## config.mk

```make
export PLATFORM = sky130hd
export DESIGN_NAME = mc_ctrl_seq_flat
export DESIGN_NICKNAME = d
export VERILOG_FILES = /design/src/rtl/mc_ctrl_seq_if.sv /design/src/rtl/mc_ctrl_seq.sv /design/src/flat_wrapper.sv
export SDC_FILE = /design/constraint.sdc
export NUM_CORES = 1
export LEC_CHECK = 0
export CORE_MARGIN = 2
export CORE_UTILIZATION = 51
export CTS_BUF_LIST = sky130_fd_sc_hd__clkbuf_8
export DETAILED_ROUTE_END_ITERATION = 10
export PLACE_DENSITY = 0.86
export SYNTH_ARGS = -nofsm -noshare
export SYNTH_HDL_FRONTEND = slang
export SYNTH_SLANG_ARGS = --single-unit
```

## constraint.sdc

```tcl
create_clock -name i_clk -period 2.6 [get_ports i_clk]
set_input_delay 0.39 -clock i_clk [delete_from_list [all_inputs] [get_ports i_clk]]
set_output_delay 0.39 -clock i_clk [all_outputs]
set_load 0.005 [all_outputs]
```

## src/rtl/mc_ctrl_seq_if.sv

```systemverilog
// Control bundle between the multi-cycle sequencer and the rest of the RV32I core.
// The sequencer owns the memory request side (master); datapath and memory see the slave view.
interface mc_ctrl_seq_if;
    logic [6:0]  i_opcode;
    logic        i_branch_taken;
    logic        i_mem_ready;
    logic        o_mem_req;
    logic        o_mem_we;
    logic        o_mem_addr_sel;
    logic        o_ir_we;
    logic        o_pc_we;
    logic [1:0]  o_pc_src;
    logic        o_regwrite;
    logic [1:0]  o_wb_sel;
    logic        o_retire;
    logic        o_illegal;
    logic        o_trap;
    logic [2:0]  o_state;
    logic [31:0] o_instret;

    modport master (
        input  i_opcode, i_branch_taken, i_mem_ready,
        output o_mem_req, o_mem_we, o_mem_addr_sel, o_ir_we, o_pc_we, o_pc_src,
               o_regwrite, o_wb_sel, o_retire, o_illegal, o_trap, o_state, o_instret
    );

    modport slave (
        output i_opcode, i_branch_taken, i_mem_ready,
        input  o_mem_req, o_mem_we, o_mem_addr_sel, o_ir_we, o_pc_we, o_pc_src,
               o_regwrite, o_wb_sel, o_retire, o_illegal, o_trap, o_state, o_instret
    );
endinterface

```

## src/rtl/mc_ctrl_seq.sv

```systemverilog
// FETCH/DECODE/EXEC/MEM/WB sequencer for the multi-cycle RV32I core with retired-instruction counter.
// Optional memory watchdog (timeout to TRAP) is compiled in with MC_CTRL_TIMEOUT_EN.
module mc_ctrl_seq #(
    parameter int MEM_TIMEOUT = 64
) (
    input  logic          i_clk,
    input  logic          i_rst,
    mc_ctrl_seq_if.master io_bus
);
    typedef enum logic [2:0] {
        S_FETCH  = 3'd0,
        S_DECODE = 3'd1,
        S_EXEC   = 3'd2,
        S_MEM    = 3'd3,
        S_WB     = 3'd4,
        S_TRAP   = 3'd5
    } state_e;

    typedef enum logic [3:0] {
        C_R, C_I, C_LOAD, C_STORE, C_BRANCH, C_JAL, C_JALR, C_LUI, C_AUIPC
    } class_e;

    state_e      r_state;
    class_e      r_class;
    logic [31:0] r_instret;

    class_e      w_class;
    logic        w_known;
    logic        w_ready;
    logic        w_mem_req, w_mem_we, w_addr_sel, w_ir_we, w_pc_we;
    logic [1:0]  w_pc_src, w_wb_sel;
    logic        w_regwrite, w_retire, w_illegal, w_trap;

    assign w_ready = io_bus.i_mem_ready;

    always_comb begin
        w_known = 1'b1;
        w_class = C_I;
        case (io_bus.i_opcode)
            7'h33:   w_class = C_R;
            7'h13:   w_class = C_I;
            7'h03:   w_class = C_LOAD;
            7'h23:   w_class = C_STORE;
            7'h63:   w_class = C_BRANCH;
            7'h6F:   w_class = C_JAL;
            7'h67:   w_class = C_JALR;
            7'h37:   w_class = C_LUI;
            7'h17:   w_class = C_AUIPC;
            default: w_known = 1'b0;
        endcase
    end

    // Moore decode of the state register; only IR load and the store completion follow ready.
    always_comb begin
        w_mem_req  = 1'b0;
        w_mem_we   = 1'b0;
        w_addr_sel = 1'b0;
        w_ir_we    = 1'b0;
        w_pc_we    = 1'b0;
        w_pc_src   = 2'd0;
        w_regwrite = 1'b0;
        w_wb_sel   = 2'd0;
        w_retire   = 1'b0;
        w_illegal  = 1'b0;
        w_trap     = 1'b0;
        case (r_state)
            S_FETCH: begin
                w_mem_req = 1'b1;
                w_ir_we   = w_ready;
            end
            S_DECODE: w_illegal = ~w_known;
            S_EXEC: begin
                if (r_class == C_BRANCH) begin
                    w_pc_we  = 1'b1;
                    w_pc_src = {1'b0, io_bus.i_branch_taken};
                    w_retire = 1'b1;
                end
            end
            S_MEM: begin
                w_mem_req  = 1'b1;
                w_addr_sel = 1'b1;
                w_mem_we   = (r_class == C_STORE);
                if ((r_class == C_STORE) && w_ready) begin
                    w_pc_we  = 1'b1;
                    w_retire = 1'b1;
                end
            end
            S_WB: begin
                w_regwrite = 1'b1;
                w_pc_we    = 1'b1;
                w_retire   = 1'b1;
                if (r_class == C_LOAD)
                    w_wb_sel = 2'd1;
                else if ((r_class == C_JAL) || (r_class == C_JALR))
                    w_wb_sel = 2'd2;
                if (r_class == C_JAL)
                    w_pc_src = 2'd1;
                else if (r_class == C_JALR)
                    w_pc_src = 2'd2;
            end
            S_TRAP:  w_trap = 1'b1;
            default: ;
        endcase
    end

`ifdef MC_CTRL_TIMEOUT_EN
    logic [7:0] r_wd;
    logic       w_timeout;
    // Trap once this waiting cycle would bring the count to MEM_TIMEOUT; ready in that cycle wins.
    assign w_timeout = w_mem_req && !w_ready && (r_wd == 8'(MEM_TIMEOUT - 1));

    always_ff @(posedge i_clk) begin
        if (i_rst)
            r_wd <= 8'd0;
        else if (w_mem_req && !w_ready)
            r_wd <= r_wd + 8'd1;
        else
            r_wd <= 8'd0;
    end
`else
    logic w_timeout;
    localparam int unused_timeout = MEM_TIMEOUT;
    assign w_timeout = 1'b0;
`endif

    always_ff @(posedge i_clk) begin
        if (i_rst) begin
            r_state   <= S_FETCH;
            r_class   <= C_I;
            r_instret <= 32'd0;
        end else begin
            if (w_retire)
                r_instret <= r_instret + 32'd1;
            case (r_state)
                S_FETCH: begin
                    if (w_ready)
                        r_state <= S_DECODE;
                    else if (w_timeout)
                        r_state <= S_TRAP;
                end
                S_DECODE: begin
                    if (w_known) begin
                        r_class <= w_class;
                        r_state <= S_EXEC;
                    end else begin
                        r_state <= S_TRAP;
                    end
                end
                S_EXEC: begin
                    case (r_class)
                        C_BRANCH:       r_state <= S_FETCH;
                        C_LOAD, C_STORE: r_state <= S_MEM;
                        default:        r_state <= S_WB;
                    endcase
                end
                S_MEM: begin
                    if (w_ready)
                        r_state <= (r_class == C_STORE) ? S_FETCH : S_WB;
                    else if (w_timeout)
                        r_state <= S_TRAP;
                end
                S_WB:    r_state <= S_FETCH;
                S_TRAP:  r_state <= S_TRAP;
                default: r_state <= S_TRAP;
            endcase
        end
    end

    // Every output is forced low while reset is asserted so an abandoned instruction has no side effects.
    assign io_bus.o_mem_req      = w_mem_req  & ~i_rst;
    assign io_bus.o_mem_we       = w_mem_we   & ~i_rst;
    assign io_bus.o_mem_addr_sel = w_addr_sel & ~i_rst;
    assign io_bus.o_ir_we        = w_ir_we    & ~i_rst;
    assign io_bus.o_pc_we        = w_pc_we    & ~i_rst;
    assign io_bus.o_pc_src       = i_rst ? 2'd0 : w_pc_src;
    assign io_bus.o_regwrite     = w_regwrite & ~i_rst;
    assign io_bus.o_wb_sel       = i_rst ? 2'd0 : w_wb_sel;
    assign io_bus.o_retire       = w_retire   & ~i_rst;
    assign io_bus.o_illegal      = w_illegal  & ~i_rst;
    assign io_bus.o_trap         = w_trap     & ~i_rst;
    assign io_bus.o_state        = i_rst ? 3'd0 : r_state;
    assign io_bus.o_instret      = i_rst ? 32'd0 : r_instret;
endmodule

```

## src/flat_wrapper.sv

```systemverilog
// flat-port wrapper written by rule: the top's interface ports become plain ports
module mc_ctrl_seq_flat 
#(
    parameter int MEM_TIMEOUT = 64
)
  (i_clk, i_rst, io_bus_i_opcode, io_bus_i_branch_taken, io_bus_i_mem_ready, io_bus_o_mem_req, io_bus_o_mem_we, io_bus_o_mem_addr_sel, io_bus_o_ir_we, io_bus_o_pc_we, io_bus_o_pc_src, io_bus_o_regwrite, io_bus_o_wb_sel, io_bus_o_retire, io_bus_o_illegal, io_bus_o_trap, io_bus_o_state, io_bus_o_instret);
  mc_ctrl_seq_if io_bus_i ();
  input  logic i_clk;
  input  logic i_rst;
  input wire logic [$bits(io_bus_i.i_opcode)-1:0] io_bus_i_opcode;
  input wire logic [$bits(io_bus_i.i_branch_taken)-1:0] io_bus_i_branch_taken;
  input wire logic [$bits(io_bus_i.i_mem_ready)-1:0] io_bus_i_mem_ready;
  output wire logic [$bits(io_bus_i.o_mem_req)-1:0] io_bus_o_mem_req;
  output wire logic [$bits(io_bus_i.o_mem_we)-1:0] io_bus_o_mem_we;
  output wire logic [$bits(io_bus_i.o_mem_addr_sel)-1:0] io_bus_o_mem_addr_sel;
  output wire logic [$bits(io_bus_i.o_ir_we)-1:0] io_bus_o_ir_we;
  output wire logic [$bits(io_bus_i.o_pc_we)-1:0] io_bus_o_pc_we;
  output wire logic [$bits(io_bus_i.o_pc_src)-1:0] io_bus_o_pc_src;
  output wire logic [$bits(io_bus_i.o_regwrite)-1:0] io_bus_o_regwrite;
  output wire logic [$bits(io_bus_i.o_wb_sel)-1:0] io_bus_o_wb_sel;
  output wire logic [$bits(io_bus_i.o_retire)-1:0] io_bus_o_retire;
  output wire logic [$bits(io_bus_i.o_illegal)-1:0] io_bus_o_illegal;
  output wire logic [$bits(io_bus_i.o_trap)-1:0] io_bus_o_trap;
  output wire logic [$bits(io_bus_i.o_state)-1:0] io_bus_o_state;
  output wire logic [$bits(io_bus_i.o_instret)-1:0] io_bus_o_instret;
  assign io_bus_i.i_opcode = io_bus_i_opcode;
  assign io_bus_i.i_branch_taken = io_bus_i_branch_taken;
  assign io_bus_i.i_mem_ready = io_bus_i_mem_ready;
  assign io_bus_o_mem_req = io_bus_i.o_mem_req;
  assign io_bus_o_mem_we = io_bus_i.o_mem_we;
  assign io_bus_o_mem_addr_sel = io_bus_i.o_mem_addr_sel;
  assign io_bus_o_ir_we = io_bus_i.o_ir_we;
  assign io_bus_o_pc_we = io_bus_i.o_pc_we;
  assign io_bus_o_pc_src = io_bus_i.o_pc_src;
  assign io_bus_o_regwrite = io_bus_i.o_regwrite;
  assign io_bus_o_wb_sel = io_bus_i.o_wb_sel;
  assign io_bus_o_retire = io_bus_i.o_retire;
  assign io_bus_o_illegal = io_bus_i.o_illegal;
  assign io_bus_o_trap = io_bus_i.o_trap;
  assign io_bus_o_state = io_bus_i.o_state;
  assign io_bus_o_instret = io_bus_i.o_instret;
  mc_ctrl_seq #(.MEM_TIMEOUT(MEM_TIMEOUT)) u_core (.i_clk(i_clk), .i_rst(i_rst), .io_bus(io_bus_i));
endmodule
```

==> impl_metrics.ini <==
[pwr]
swShare_pct = 22.7
power.switching_uw = 285
p_leak_nw = 1.08
clkPwrFrac_pct = 42.4
peakVddDrop_mv = 0.297
power_mw = 1.26
power_density_mw_per_mm2 = 389
seq_power_share_pct = 48.6
p_comb_share_pct = 9.0
p_int_uw = 972

[placed_design]
gp_congestion = 0.887
dp_cells = 428
postPlaceCellArea_mm2 = 0.00310
port-buffer-count = 58
detailed_place_hpwl_mm = 4.37

[cts]
clk_latency_ns = 0.29
clockRootBuffer = clkbuf_8
cts_made_buffers = 5
cts.sinks = 39
path_clk_slew_ns = 0.07
htreeDepth = 2
clk_path_buf_depth = 2
post_cts_buffers = 0
cts_tree = yes

[routing]
drc = 0
drt_iter0_markers = 158
firstDrtPassIters = 4
viasPerCell = 5.79
wl_per_cell_um = 13.5
detail-route-antenna-nets = 0
vias = 2524
wirelength_mm = 5.91

[synthesis]
synth_top_area_share_pct = 32.3
synthArstFlopShare_pct = 0
ys.warnings.count = 0
synthDistinctLibCells = 49
synth.avg_cell_area_um2 = 7.55
syn_area_mm2 = 0.00242
synth_edf_count = 0
synthTopCellsByCount = dfxtp_1 (39), nor2_1 (32), nor2b_1 (32)
synth_most_common_cell = dfxtp_1
synth_area_leaders = dfxtp_1 (32%), nor2b_1 (8.3%), a21oi_1 (5.2%), nor2_1 (5.0%), o21ai_0 (4.4%)
syn_nets = 332
synth-seq-cells = 39
synth_seq_area_share_pct = 32.3
synthCells = 320
synth_flop_cell = dfxtp_1
synth_top_area_cell = dfxtp_1

[worst_setup_path]
critPathLaunch = io_bus_i_opcode[2]
critPathBufInv = 2
reg2reg_to = u_core.r_instret[26]
critPathLaunchType = input pin
cp_top_family = buffers and inverters
cp.arrival_ns = 2.10
rrSetupSlack_ns = 0.35
crit_cells = 6
crit_slowest_cell = clkdlybuf4s50_1
criticalPathCategory = input pin to primary output
cpMostUsedCell = clkdlybuf4s50_1
r2r_start = u_core.r_state[1]
slowest_delay_ns = 0.50
path_cells = clkdlybuf4s50_1 > nand2b_1 > a32o_1 > nand2_1 > and3_1 > clkdlybuf4s50_1
cp-end-kind = primary output
worstSetupEndpoint = io_bus_o_illegal
path_max_fanout = 5
required_ns = 2.21
rr_worst_depth = 6

[timing]
fin_tns_setup_ns = 0
fmax_ghz = 0.401
finalSetupViolations = 0
rsz0062_at_grt = no
worst_pin_slew_ns = 0.619
slew_viol_final = 0
fin_crit_sh_pct = 95.8
hold_viol_final = 0
fin_worst_skew_ns = 0.00628
finalCriticalPeriod_ns = 2.49
max-slew-margin-rel_pct = 58.3

[global_route]
grt_overflow = 0
grt_pass1_vias = 2242
antenna_found_initial = 0
grt_pass1_wl_mm = 9.83
track_usage_pct = 23.0
grt_max_degree = 77

[outcome]
status = finished, final reports clean

[cells_and_area]
design_area_mm2 = 0.00323
drive_above_1_share_pct = 9.42
syn_to_final_growth_pct = 33.7
final_cells = 436
diodes = 0
nNetsFinal = 393

[floorplan]
start_util_pct = 52.2
fp.coreArea_mm2 = 0.00463
die_width_um = 72.8
dieHeight_um = 72.8
ios = 59
row_count = 25
dieArea_mm2 = 0.00530

[hold_path]
hp-class = register to register
hp-start = u_core.r_instret[28]

[flow_run]
maxCapViolCount = 0
[power by group through the flow]
stage	combinational, mW	clock (mW)	sequential [mW]
2_1_floorplan	0.0677	0	0.617
6_report	0.113	0.532	0.611
4_1_cts	0.113	0.538	0.610
3_3_place_gp	0.110	0	0.624
3_5_place_dp	0.112	0	0.624
5_1_grt	0.126	0.560	0.612
[flip-flops by register name (all words and copies together) (netlist names)]
name              count
u_core.r_state        3
u_core.r_class        4
u_core.r_instret     32
[timing repair]
action / 4_1_cts / 5_1_grt
endpoints found under the setup margin: 0 / 2
resized for setup: 0 / 4
hold buffers: 0 / 0
[cell usage in the layout, fill, tap and decap left out, types with 2 or more instances in the layout]
cell type	instances
or4_1	7
clkdlybuf4s50_1	56
and3_1	6
inv_1	13
o21ai_0	21
or3_1	14
nand4_1	4
dfxtp_1	38
o2111ai_1	4
o21a_1	2
nor2_1	31
a21oi_1	25
o211ai_1	3
nand2b_1	6
a2111oi_0	2
a31oi_1	3
o31ai_1	6
buf_4	13
nor3_1	7
xnor2_1	2
clkbuf_8	6
nor4_1	5
nand2_1	22
nand3_1	12
xor2_1	11
nor2b_1	31
mux2_2	2
[kinds of logic after synthesis]
kind of cell,Yosys count,share of synthesized area (%)
and+or+nand+nor,159,37.0
AOI/OAI and AO/OA,75,19.3
DFF,39,32.3
buffers and inverters,31,5.23
xor gates and xnor gates,13,4.71
muxes,2,0.932
adders and majority gates,1,0.518
[metrics by stage]
stage / hold WS, ns / setup slack (ns) / util [%]
6_report: 0.492 / 0.108 / 69.8
3_5_place_dp: 0.486 / 0.0659 / 66.9
5_1_grt: 0.523 / 0.00542 / 69.8
2_1_floorplan: 0.456 / 0.614 / -
4_1_cts: 0.495 / 0.0642 / 69.6
3_3_place_gp: 0.466 / 0.123 / 66.9
[worst min-delay path by stage]
stage | endpoint | slack [ns] | cells past startpoint
6_report | u_core.r_instret[28] | 0.49 | 2
5_1_grt | u_core.r_instret[12] | 0.52 | 2
4_1_cts | u_core.r_instret[28] | 0.50 | 2
3_5_place_dp | u_core.r_instret[28] | 0.49 | 2
3_3_place_gp | u_core.r_instret[28] | 0.47 | 2
2_1_floorplan | u_core.r_instret[28] | 0.46 | 2
[final cells by class]
class                           count  area, um^2
Inverter                           13        48.8
Tap cell                           54        67.6
Clock inverter                      2        38.8
Fill cell                         402        1400
Clock buffer                        6        82.6
Timing Repair Buffer               72         696
Sequential cell                    39         782
Multi-Input combinational cell    250        1510
[routing by layer]
metal / GRT usage (%) / wire [um] / share of wire [%] / vias up
met1: 30.1 / 2630 / 45 / 1177
met4: 7.41 / 64 / 1.1 / 0
met2: 39.0 / 2920 / 49 / 76
met5: 0 / 0 / 0 / -
met3: 3.45 / 289 / 4.9 / 8
li1: - / - / - / 1263
[worst register-to-register path, cell delays in order (launching register included)]
cell and delay (ns):
dfxtp_1 0.58, nand2b_4 0.13, nor4_4 0.30, buf_4 0.24, o2111ai_2 0.24, or4_1 0.53
a21oi_1 0.17
(Power assumes the default switching activity.)
==> RTL change 1, RTL diff (config.mk and constraints unchanged) <==
Re-encode `class_e` (9 values) as one-hot, 9 bits wide.
--- a/src/rtl/mc_ctrl_seq.sv
+++ b/src/rtl/mc_ctrl_seq.sv
@@ -16,8 +16,8 @@
         S_TRAP   = 3'd5
     } state_e;
 
-    typedef enum logic [3:0] {
-        C_R, C_I, C_LOAD, C_STORE, C_BRANCH, C_JAL, C_JALR, C_LUI, C_AUIPC
+    typedef enum logic [8:0] {
+        C_R = 9'b000000001, C_I = 9'b000000010, C_LOAD = 9'b000000100, C_STORE = 9'b000001000, C_BRANCH = 9'b000010000, C_JAL = 9'b000100000, C_JALR = 9'b001000000, C_LUI = 9'b010000000, C_AUIPC = 9'b100000000
     } class_e;
 
     state_e      r_state;
Check against the original RTL: same outputs for any inputs over 10 cycles, from zero or initial values and one cycle with i_rst high; not proved beyond that.
==> RTL change 1 against the unedited design <==
  * Area after synthesis rose by 11%
  * Worst setup slack improved by 0.063 ns
  * Non-clock buffer count rose by 6
  * Worst hold slack improved by 0.0018 ns
  * Power rose by 14%
  * Sequential cell count rose by 5
  * Cell area rose by 11%
  * Wire length rose by 15%
  * Register-to-register slack improved by 0.03 ns
  * First-iteration DRC count rose by 44%
  * Critical endpoint unchanged
  * Largest power group unchanged
  * Highest routed layer unchanged
==> RTL change 1: results <==
metrics = {
    "synthesis": {
        "synth_fa_ha_area_share_pct": 0.466,
        "avgSynthCellArea_sq_um": 7.79,
        "seq_area_frac_synth_pct": 32.8,
        "synth-xor-area-share_pct": 7.17,
        "synthMuxAreaShare_pct": 4.10,
        "syn-num-nets": 357,
        "synth_commonest_cells": "nor2_1 (53), dfxtp_1 (44), nor2b_1 (31), nand2_1 (28), xnor2_1 (22)",
        "synth_cell_types": 48,
        "synth_compound_area_share_pct": 14.2,
        "yosys-top-cells-area": "dfxtp_1 (33%), nor2_1 (7.4%), nor2b_1 (7.2%), xnor2_1 (7.2%), a2111oi_0 (4.9%)",
    },
    "clock_network": {
        "post_cts_buffers": 1,
        "clock_tree.root_cell": "clkbuf_8",
        "htreeDepth": 2,
        "post_cts_resized": 4,
    },
    "routing": {
        "met3_length_um": 334,
        "wl_met1_um": 3060,
        "wl_per_cell_um": 14.2,
        "dr_wl_met2_um": 3260,
        "wl_um": 6800,
        "drtIter0Drc": 228,
        "viasPerCell": 5.71,
    },
    "grt": {
        "grt.total_usage_pct": 23.0,
        "grt_use_met2_pct": 37.7,
        "grt_pass1_wl_um": 11300,
        "globalRouteMet1Util_pct": 30.3,
        "grt_pass1_vias": 2515,
        "grt_max_degree": 62,
        "grt_overflow": 0,
        "grt_util_met3_pct": 3.67,
    },
    "placed_design": {
        "hpwl_um": 4740,
        "dp.cells": 471,
        "place_congestion": 0.870,
        "port_buffers": 58,
        "place_ws_ns": 0.0637,
        "placed_area_sq_um": 3410,
    },
    "worst_setup_path": {
        "arrival_ns": 2.04,
        "cp_slowest_cell": "clkdlybuf4s50_1",
        "path_max_fanout": 3,
        "worstReg2RegStart": "u_core.r_instret[3]",
        "cpPeakStageDelay_ns": 0.57,
        "cp-startpoint": "io_bus_i_opcode[4]",
        "worst-r2r-cell-count": 5,
        "path_delay_family": "buffers and inverters",
    },
    "hold_path": {
        "min_from": "u_core.r_class[7]",
    },
    "power_and_ir_drop": {
        "power_density_nw_per_um2": 400,
        "p_int_mw": 1.06,
        "ir_drop_mv": 0.411,
        "seq-power_mw": 0.690,
        "p_leak_nw": 1.29,
        "power_frac_comb_pct": 15.5,
    },
    "layout": {
        "fin_nets": 421,
        "reg.largest.list": "u_core.r_instret: 32 flops, u_core.r_class: 9 flops, u_core.r_state: 3 flops",
        "drive_above_1_share_pct": 12.9,
    },
    "timing": {
        "worstMarginPinSlew_ns": 0.563,
        "fin_skew_ns": 0.00896,
    },
    "run_status": {
        "status": "complete, no violations",
    },
}
[RTL change 1: cell types whose count changed after synthesis, sizes merged, moves of 5 or more]
| cell | before | now |
|---|---|---|
| xor2 | 11 | 0 |
| mux2 | 2 | 8 |
| o21ai | 21 | 4 |
| clkbuf | 12 | 17 |
| nand2 | 22 | 28 |
| or3 | 14 | 4 |
| a2111oi | 2 | 15 |
| a21oi | 25 | 17 |
| xnor2 | 2 | 22 |
| nor2 | 32 | 53 |
| o31ai | 6 | 1 |
| dfxtp | 39 | 44 |
| a211oi | 1 | 8 |
[RTL change 1: layout make-up]
cell class,instances,area (sq um)
Clock buffer,5,68.8
Tap cell,70,87.6
Multi-Input combinational cell,269,1720
Inverter,11,41.3
Fill cell,411,1530
Clock inverter,3,38.8
Sequential cell,44,882
Timing Repair Buffer,78,734
[RTL change 1: worst paths after layout]
path         slack, ns                   end
min reg2reg       0.49     u_core.r_class[7]
max reg2reg       0.38  u_core.r_instret[31]
min               0.49     u_core.r_class[7]
max               0.17      io_bus_o_illegal
==> RTL change 2, RTL diff (config.mk and constraints unchanged) <==
Made on the original files. Add a define of `MC_CTRL_TIMEOUT_EN`.
--- a/src/rtl/mc_ctrl_seq.sv
+++ b/src/rtl/mc_ctrl_seq.sv
@@ -1,5 +1,7 @@
 // FETCH/DECODE/EXEC/MEM/WB sequencer for the multi-cycle RV32I core with retired-instruction counter.
 // Optional memory watchdog (timeout to TRAP) is compiled in with MC_CTRL_TIMEOUT_EN.
+`define MC_CTRL_TIMEOUT_EN
+
 module mc_ctrl_seq #(
     parameter int MEM_TIMEOUT = 64
 ) (
Behaviour: same outputs for any inputs over 10 cycles, from zero or initial values and one cycle with i_rst high; that may be too few to reach the edited logic, so the function may still have changed.
==> RTL change 2 against the unedited design <==
  * Power grew 5.9%
  * Sequential cell count grew 8
  * Combinational power grew 29%
  * Largest cell class unchanged
  * Cell area grew 19%
  * Wire length grew 20%
  * Area after synthesis grew 28%
  * Clock power shrank 16%
  * Worst setup slack gained 0.0096 ns
==> RTL change 2: results <==
metrics = {
    "run_status": {
        "status": "complete, no violations",
    },
    "routing": {
        "vias": 2846,
        "wl_met1_um": 3210,
        "dr_wl_met2_um": 3590,
        "met3_length_um": 219,
    },
    "worst_setup_path": {
        "r2r_end": "u_core.r_instret[27]",
        "cp-startpoint": "u_core.r_class[2]",
        "r2r_setup_slack_ns": 0.41,
        "worst-r2r-cell-count": 4,
        "critPathCapture": "io_bus_o_pc_src[0]",
        "cp_slowest_cell": "or4b_2",
        "worstReg2RegStart": "u_core.r_instret[3]",
    },
    "clock_network": {
        "path_clk_slew_ns": 0.09,
    },
    "grt": {
        "grt_pass1_wl_um": 11500,
        "grt.total_usage_pct": 21.4,
        "grt_pass1_vias": 2629,
    },
    "synthesis": {
        "synth_commonest_cells": "nor2_1 (51), dfxtp_1 (47), nor2b_1 (34), mux2_2 (25), nand2_1 (18)",
        "synth_cell_types": 62,
        "synth-xor-area-share_pct": 2.26,
        "synthMuxAreaShare_pct": 11.5,
        "synth_fa_ha_area_share_pct": 0.809,
        "yosys-top-cells-area": "dfxtp_1 (30%), mux2_2 (9.1%), nor2b_1 (6.9%), nor2_1 (6.2%), a2111oi_4 (4.4%)",
        "syn-num-nets": 374,
        "synth_compound_area_share_pct": 16.3,
    },
    "placed_design": {
        "hpwl_um": 5100,
        "place_congestion": 0.807,
    },
    "layout": {
        "reg.largest.list": "u_core.r_instret: 32 flops, u_core.r_wd: 8 flops, u_core.r_class: 4 flops",
        "drive_above_1_share_pct": 16.0,
    },
    "power_and_ir_drop": {
        "seqPwrFrac_pct": 55.4,
        "pwr-share-clk_pct": 33.6,
        "p_clk_mw": 0.447,
        "p_leak_nw": 1.33,
    },
    "hold_path": {
        "min_from": "u_core.r_wd[0]",
    },
    "timing": {
        "worstMarginPinSlew_ns": 0.571,
        "fin_skew_ns": 0.0124,
    },
}
## RTL change 2: cell types whose count changed after synthesis, moves of 8 or more
| cell | change |
|---|---|
| or3_1 | -13 |
| nor2_1 | +19 |
| and4_1 | +8 |
| a211oi_1 | +9 |
| mux2_2 | +23 |
| o21ai_0 | -14 |
| dfxtp_1 | +8 |
| a21oi_1 | -16 |
## RTL change 2: how the worst min path moves through the flow
| stage | to | slack (ns) | cells past startpoint |
|---|---|---|---|
| global placement | u_core.r_wd[0] | 0.46 | 1 |
| CTS | u_core.r_wd[0] | 0.49 | 1 |
| finish | u_core.r_wd[0] | 0.49 | 1 |
| global route | u_core.r_wd[0] | 0.55 | 1 |
| detailed placement | u_core.r_wd[0] | 0.47 | 1 |
| floorplan | u_core.r_wd[0] | 0.44 | 1 |
## RTL change 2: layout make-up
| cell class | count | area (sq um) |
|---|---|---|
| clock buffers | 5 | 68.8 |
| clock inverters | 3 | 20.0 |
| fillers | 476 | 2030 |
| inverters | 9 | 33.8 |
| multi-input cells | 281 | 2010 |
| flip-flops and latches | 47 | 943 |
| well taps | 75 | 93.8 |
| repair buffers | 68 | 688 |
## RTL change 2: metal layers
layer	vias up	track usage, %
li1	1404	-
met1	1372	27.0
met2	61	36.8
met3	9	3.74
met4	0	7.17
met5	-	0
## RTL change 2: repair_timing
action,CTS,global route
gates cloned,0,0
gates resized for setup,1,4
hold buffers,0,0
setup endpoints to repair,1,4
## RTL change 2: through the flow
stage,instances,setup slack [ns]
floorplan,361,0.760
global placement,480,0.237
detailed placement,480,0.205
CTS,488,0.0261
global route,488,0.0162
finish,488,0.118
## RTL change 2: worst max-delay path, delay by kind of cell (launching register included)
family,cells,cell delay [ns]
AND/OR/NAND/NOR,2,0.78
flip-flops,1,0.49
buffers and inverters,1,0.53
